===== src/rtl/multicycle_sequencer.sv =====
// multicycle_sequencer: multicycle control FSM between the combinational
// instruction decoder and the shared datapath. It turns the decoder's
// per-instruction control bits into per-stage strobes: IR latch, PC advance,
// register-file write and data-memory request/write. It also handles syscall
// halt/resume and counts retired instructions.
//
// Optional feature macro: MC_DM_WAIT_EN
//   When defined, a dm_ready port is added and MEM holds until dm_ready=1.
//   When undefined, MEM always lasts exactly one cycle.
module multicycle_sequencer #(
  parameter int CNT_WIDTH = 32
) (
  input  logic                 clk,
  input  logic                 rst,
  input  logic                 is_jump,
  input  logic                 is_branch,
  input  logic                 w_en_regfile,
  input  logic                 w_en_datamem,
  input  logic                 is_load,
  input  logic                 syscall_en,
  input  logic                 syscall_halt,
  input  logic                 resume,
`ifdef MC_DM_WAIT_EN
  input  logic                 dm_ready,
`endif
  output logic                 ir_en,
  output logic                 pc_en,
  output logic                 rf_we,
  output logic                 dm_req,
  output logic                 dm_we,
  output logic                 halted,
  output logic [2:0]           state,
  output logic [CNT_WIDTH-1:0] retired
);

  typedef enum logic [2:0] {
    S_FETCH  = 3'd0,
    S_DECODE = 3'd1,
    S_EXEC   = 3'd2,
    S_MEM    = 3'd3,
    S_WB     = 3'd4,
    S_HALT   = 3'd5
  } state_e;

  // Bit positions inside the latched decoder control vector.
  localparam int C_JUMP   = 5;
  localparam int C_BRANCH = 4;
  localparam int C_WRF    = 3;
  localparam int C_WDM    = 2;
  localparam int C_LOAD   = 1;
  localparam int C_SYS    = 0;

  state_e               state_q, state_d;
  logic [5:0]           ctrl_q, ctrl_d;
  logic [CNT_WIDTH-1:0] retired_q, retired_d;
  logic                 mem_done_s;

`ifdef MC_DM_WAIT_EN
  assign mem_done_s = dm_ready;
`else
  assign mem_done_s = 1'b1;
`endif

  // While reset is asserted the visible state and count read as cleared,
  // even in the very first reset cycle before the registers have updated.
  assign state   = rst ? 3'd0 : state_q;
  assign retired = rst ? '0 : retired_q;

  // Next-state and Moore strobe decode; strobes are gated off during reset so
  // an aborted instruction never writes or retires.
  always_comb begin
    state_d   = state_q;
    ctrl_d    = ctrl_q;
    ir_en     = 1'b0;
    pc_en     = 1'b0;
    rf_we     = 1'b0;
    dm_req    = 1'b0;
    dm_we     = 1'b0;
    halted    = 1'b0;
    if (rst) begin
      state_d = S_FETCH;
      ctrl_d  = 6'd0;
    end else begin
      case (state_q)
        S_FETCH: begin
          ir_en   = 1'b1;
          state_d = S_DECODE;
        end
        S_DECODE: begin
          ctrl_d  = {is_jump, is_branch, w_en_regfile, w_en_datamem, is_load, syscall_en};
          state_d = S_EXEC;
        end
        S_EXEC: begin
          if (ctrl_q[C_SYS] && syscall_halt) begin
            state_d = S_HALT;
          end else if (ctrl_q[C_SYS]) begin
            pc_en   = 1'b1;
            state_d = S_FETCH;
          end else if ((ctrl_q[C_JUMP] || ctrl_q[C_BRANCH]) && !ctrl_q[C_WRF]) begin
            pc_en   = 1'b1;
            state_d = S_FETCH;
          end else if (ctrl_q[C_LOAD] || ctrl_q[C_WDM]) begin
            state_d = S_MEM;
          end else begin
            state_d = S_WB;
          end
        end
        S_MEM: begin
          dm_req = 1'b1;
          dm_we  = ctrl_q[C_WDM];
          if (mem_done_s) begin
            if (ctrl_q[C_WDM]) begin
              pc_en   = 1'b1;
              state_d = S_FETCH;
            end else begin
              state_d = S_WB;
            end
          end else begin
            state_d = S_MEM;
          end
        end
        S_WB: begin
          rf_we   = ctrl_q[C_WRF];
          pc_en   = 1'b1;
          state_d = S_FETCH;
        end
        S_HALT: begin
          halted = 1'b1;
          if (resume) begin
            pc_en   = 1'b1;
            state_d = S_FETCH;
          end else begin
            state_d = S_HALT;
          end
        end
        default: begin
          state_d = S_FETCH;
        end
      endcase
    end
    retired_d = retired_q + CNT_WIDTH'(pc_en);
  end

  // State, latched decoder controls and retired counter with synchronous reset.
  always_ff @(posedge clk) begin
    if (rst) begin
      state_q   <= S_FETCH;
      ctrl_q    <= 6'd0;
      retired_q <= '0;
    end else begin
      state_q   <= state_d;
      ctrl_q    <= ctrl_d;
      retired_q <= retired_d;
    end
  end

endmodule


===== config.mk =====
export PLATFORM = sky130hd
export DESIGN_NAME = multicycle_sequencer
export DESIGN_NICKNAME = d
export VERILOG_FILES = /design/src/rtl/multicycle_sequencer.sv
export SDC_FILE = /design/constraint.sdc
export NUM_CORES = 1
export LEC_CHECK = 0
export CAP_MARGIN = 20
export CORE_MARGIN = 10
export CORE_UTILIZATION = 49
export CTS_CLUSTER_DIAMETER = 150
export DETAILED_ROUTE_END_ITERATION = 8
export GPL_TIMING_DRIVEN = 0
export PLACE_DENSITY = 0.79
export SYNTH_ARGS = -nofsm -noshare
export SYNTH_HDL_FRONTEND = slang
export SYNTH_SLANG_ARGS = --single-unit
export TNS_END_PERCENT = 20

===== constraint.sdc =====
create_clock -name clk -period 3.8 [get_ports clk]
set_clock_uncertainty 0.1 [all_clocks]
set_input_delay 0.57 -clock clk [delete_from_list [all_inputs] [get_ports clk]]
set_output_delay 0.57 -clock clk [all_outputs]
set_load 0.05 [all_outputs]

# Yosys cells after proc, flatten, opt, wreduce, memory -nomap -nowiden
# Cells that the tools add are included.
[classes] add_sub_neg=1 n_reduce_logical=6 eq_ne=5 n_mux=26
[ops] operator="adder 32 x 1 -> 32 bit" n=1
[ops] operator="two-way mux 32 bit" n=1
[ops] operator="two-way mux 3 bit" n=7
[ops] operator="two-way mux 1 bit" n=16
[ops] operator="one-hot mux 3 bit (5 select lines)" n=1
[ops] operator="equality test 3 x 2 -> 1 bit (second input constant)" n=2
[ops] operator="equality test 3 bit (second input constant)" n=2
[ops] operator="one-hot mux 1 bit (4 select lines)" n=1
[ops] operator="equality test 3 x 1 -> 1 bit (second input constant)" n=1
[ops] operator="logical NOT 3 bit" n=1
[ops] operator="logical AND 1 bit" n=2
[ops] operator="logical OR 1 bit" n=2
[ops] operator="logical NOT 1 bit" n=1
[word_totals] out_inout_bits=41 elab_cells=41 reg_bits=41

# Longest topological paths before layout
[logic_depth] word_depth=8 depth_mapped=12 mapped_depth_nobuf=10

# Least setup slack after synthesis
# No wires, ideal clock.
[synth_path] kind="in2reg" startpoint="input port rst" endpoint="register retired_q[26]" path_buffers=3 setup_ns=0.121 setup_slack_ns=-0.126 t_arrival_ns=3.705 cell_stages=10 path_cell_list="clkbuf_1 -> buf_1 -> a21oi_1 -> ha_1 -> ha_1 -> nand4_1 -> or4_4 -> buf_6 -> nor3b_1 -> mux2_2"
[synth_via] elab_chain_len=2
[synth_lines] element="from (decl)" line="14" text="input logic rst,"
[synth_lines] element="two-way mux 1 bit" line="80" text="if (rst) begin"
[synth_lines] element="via pc_en" line="27" text="output logic pc_en,"
[synth_lines] element="adder 32 x 1 -> 32 bit" line="141" text="retired_d = retired_q + CNT_WIDTH'(pc_en);"
[synth_lines] element="to (signal assigned)" line="153" text="retired_q <= retired_d;"
[synth_lines] element="to (decl)" line="55" text="logic [CNT_WIDTH-1:0] retired_q, retired_d;"
# The timed path passes the listed nets, and every way through them passes these cells.
# A chain may end at the register's enable or synchronous reset.

# Worst setup path after layout
[layout_path] startpoint="input port rst" endpoint="output port retired[21]"
[layout_via] elab_chain_len=1
[layout_lines] element="two-way mux 32 bit" line="67" text="assign retired = rst ? '0 : retired_q;"
[layout_lines] element="to (decl)" line="33" text="output logic [CNT_WIDTH-1:0] retired"
# No other way between the ends.

==> summary.md <==
The logs give 5620 um for the final routed wirelength across all metal layers and 0 for the overall overflow remaining after global route. The fraction of final layout cells sized beyond drive strength 1 is 8.41%, and the worst-case clock buffer depth is 2. Among all flip-flop cells after synthesis, the most frequent one is dfxtp_1. Internal power: 714 uW. In this design, the largest share of critical-path delay is due to buffers and inverters.

The tools report the HPWL reported at the end of detailed placement as 4000 um. The multi-input combinational cells in the finished layout cover a total of 1240 um2. By area the synthesized netlist is led by dfxtp_1 (38%), nor2b_1 (11%), nor2_1 (5.4%). After detailed routing, the number of remaining DRC violations is 0. In this design, the critical path's most frequently occurring cell is clkdlybuf4s50_1. The tools report the clock network fraction of total power as 37.9%. The logs give 7.00% for the met3 track utilization from global routing and 0 for the initial antenna violation count. Buffers added to address setup during post-CTS repair amount to 0. Summing every instance area after synthesis gives 2140 um2. Traced cell by cell, the critical path runs through clkdlybuf4s50_1, clkbuf_2, clkbuf_1, buf_2, nor2_1, clkdlybuf4s50_1.

The critical path start-end classification is in -> out. Count of input and output buffers: 50. The flow ran to the end, and the final reports show no timing, DRC or antenna violations. The clock tree synthesis step divided the H-tree into 2 levels.

The number of hold buffers added after cts is 0, and the met2 usage is 24.0%. Data on the critical path arrives at its endpoint at 3.02 ns. Setup repair after global routing could not meet its margin everywhere. The routability congestion estimate from global placement is 0.824, and the pre-CTS worst setup slack is -0.417 ns. In this run, synthesis inferred 0 flip-flops with an integrated enable. The ratio of total power to cell area was 345 nW/um2; the die boundary width was 86.1 um.

Fill cells in the final layout number 360. The worst setup path is captured at an output port. The largest driver fanout on the critical path was 10; the minimum period implied by the final worst setup slack was 3.69 ns.

The floorplan die area came out at 7420 um2. Summing internal, switching and leakage power gives 976 uW. In this run the critical register-to-register path is launched from state_q[0]$_SDFF_PP0_. The root buffer cell chosen for the clock tree is clkbuf_8. For the combinational fraction of design power, the log shows 15.1%. The overall die height was 86.1 um. The element type at the critical path start is an input port. The detail route stage leaves a number of antenna-violating nets equal to 0.

In this run, the number of DRC markers left after iteration 0 of detailed routing was 156. After synthesis, the share of flip-flops with an asynchronous set or reset is 0%. The via count of the first global-routing pass was 2053. The first global-routing pass estimated 9340 um of wire. The area growth from synthesis to layout came out at 32.1%. Entering global routing, the biggest net connects 20 pins.

The tools report the max-slew violation count as 0. For the leakage dissipation, the log shows 0.990 nW. The tools report the design area as 2830 um2.

The number of buffers and inverters on the critical path is 5. Across all setup checks in the final design, the least slack found is 0.115 ns. The most used routing layer was met2. The tools report the number of standard-cell rows in the floorplan as 23. Number of endpoints failing setup at the final stage: 0.

The largest single stage delay on the critical path is 0.70 ns. Global routing used 17.4% of the available met1 tracks. The tools report the first element of the critical path as rst.

The run gives 821 um2 as the area of all sequential standard cells. The run gives 0 as the number of endpoints with negative hold slack in the final report. At the later pin of the worst-skew pair, clock insertion delay measures 0.30 ns. Dividing the detail-routed via count by the number of cells gives 5.60. IR analysis of the VDD net gives a maximum drop of 0.279 mV. Max-cap violations in this run came to 0.

The global router's overall resource usage is 15.0%, and the clock transition at the registers of the reported paths is 0.08 ns. The number of antenna diodes in the final layout is 0. The tools report the number of placed instances, taps included as 364. Timing would allow up to 271 MHz.

The number of top-level design ports is 51, and the vias after detailed routing is 2077. The worst-path cell with the longest stage delay was clkdlybuf4s50_1. The logs give 2710 um2 for the post-place instance area and 39 for the distinct cell type count after synthesis.

Yosys printed 0 warnings. Counting every net in the synthesized netlist gives 276. The count of cells in the finished layout, fillers not included, comes to 371.

Summing the sequential cell areas from Yosys gives 38.3% of the chip area. The worst setup slack for register-to-register paths is 0.36 ns. Relative slew slack: 62.5%. Worst hold path class: reg -> reg.

The routed length per instance is 15.1 um, and the register bit count reported by yosys is 41. The starting density of the core was 52.1%. CTS saw 41 sinks.

For the pin with the worst max-slew slack, the measured transition is 0.562 ns. The share of the cycle needed by the critical path after routing works out to 97.0%. The first TritonRoute pass finished after 4 iterations. The share of Yosys cell area claimed by the top area cell type was 38.3%; the power share of the sequential group was 47.0%. Hold timing on the final database bottoms out at a slack of 0.387 ns. The mean instance size in the synthesized netlist was 8.11 um2. Measured on the finished design, the core utilization comes to 68.7%.

After routing, the total negative slack on setup checks comes to 0 ns. The placeable core region was 4120 um2. For the switching power summed over all nets, the log shows 262 uW.

STA puts the critical path data required time at 3.13 ns. After the last flow step, the layout net total stands at 332. The synthesized design spends more area on one cell type than any other, namely dfxtp_1. Synthesis handed over a netlist of 264 instances. The tools report the number of clock buffers inserted by TritonCTS as 5. Launch instance of the worst min-delay path: ctrl_q[4]$_SDFFE_PP0N_. Net switching is 26.9% of the power. TritonCTS built the clock tree.
==> state kept, by name, summed over array words and instances (netlist names) <==
signal     count
ctrl_q         6
retired_q     32
state_q        3
==> cell families (layout without fill, tap and decap cells) <==
family | count (synthesis) | after routing | share of synthesized area, %
compound gates | 40 | 40 | 10.7
mux | 9 | 9 | 4.67
flops | 41 | 41 | 38.3
fa+ha+maj | 2 | 2 | 1.17
xor+xnor | 12 | 12 | 4.91
simple gates | 140 | 140 | 36.3
buf+inv | 20 | 77 | 3.91
==> what timing repair did <==
item / in CTS / in global routing
resized for setup: 3 / 1
cloned: 0 / 0
endpoints found under the setup margin: 7 / 7
==> worst register-to-register path, cell delays in order (launching register included) <==
cell	delay (ns)
dfxtp_1	0.30
clkbuf_1	0.21
nor3b_1	0.36
o211ai_1	0.17
a21oi_2	0.19
ha_1	0.21
ha_1	0.25
nand4_1	0.20
or4_4	0.60
buf_6	0.16
nor3b_1	0.24
mux2_2	0.36
==> power groups by stage <==
stage | registers (mW) | clock network [mW] | logic (mW)
final | 0.459 | 0.370 | 0.148
after global routing | 0.461 | 0.392 | 0.162
after CTS | 0.458 | 0.375 | 0.148
after detailed placement | 0.468 | 0 | 0.147
after global placement | 0.468 | 0 | 0.144
after floorplan | 0.464 | 0 | 0.102
==> cell type report <==
class	count	area share (%)
Multi-Input combinational cell	203	43.9
Sequential cell	41	29.0
Timing Repair Buffer	50	17.7
Clock buffer	6	2.92
Tap cell	50	2.21
Buffer	13	2.17
Clock inverter	2	1.33
Inverter	6	0.796
==> synth_stat cells, drive strengths merged (3+ instances only) <==
cell type  count
dfxtp         41
nor2b         36
nor2          31
nand2         17
a21oi         15
o21ai         15
nand3         11
clkbuf         9
mux2           8
and4           7
nand4          7
nor3           7
or3            7
xor2           7
inv            6
buf            5
xnor2          5
and3           3
nor3b          3
nor4           3
or4            3
==> path summary, 6_finish.rpt <==
check / to / depth (start not counted)
setup reg to reg: retired_q[26]$_SDFF_PP0_ / 11
setup / recovery: retired[21] / 6
hold reg to reg: ctrl_q[4]$_SDFFE_PP0N_ / 2
hold / removal: ctrl_q[4]$_SDFFE_PP0N_ / 2
==> layout by cell type (no fill, tap or decap), types with 2 or more instances in the layout <==
cell type / instances
clkdlybuf4s50_1: 50
dfxtp_1: 41
nor2b_1: 36
nor2_1: 31
nand2_1: 17
o21ai_0: 15
a21oi_1: 14
nand3_1: 11
mux2_2: 8
clkbuf_1: 7
and4_1: 7
or3_1: 7
nor3_1: 7
xor2_1: 7
inv_1: 6
nand4_1: 6
clkbuf_8: 6
xnor2_1: 5
nor3b_1: 3
buf_2: 3
and3_1: 3
nor4_1: 3
o211ai_1: 2
and2_1: 2
a211oi_1: 2
or4_1: 2
ha_1: 2
==> per-layer routing <==
| layer | up-vias | wire (um) |
|---|---|---|
| li1 | 1033 | - |
| met1 | 965 | 2440 |
| met2 | 73 | 2610 |
| met3 | 6 | 520 |
| met4 | 0 | 48 |
| met5 | - | 0 |
(Power assumes the default switching activity.)
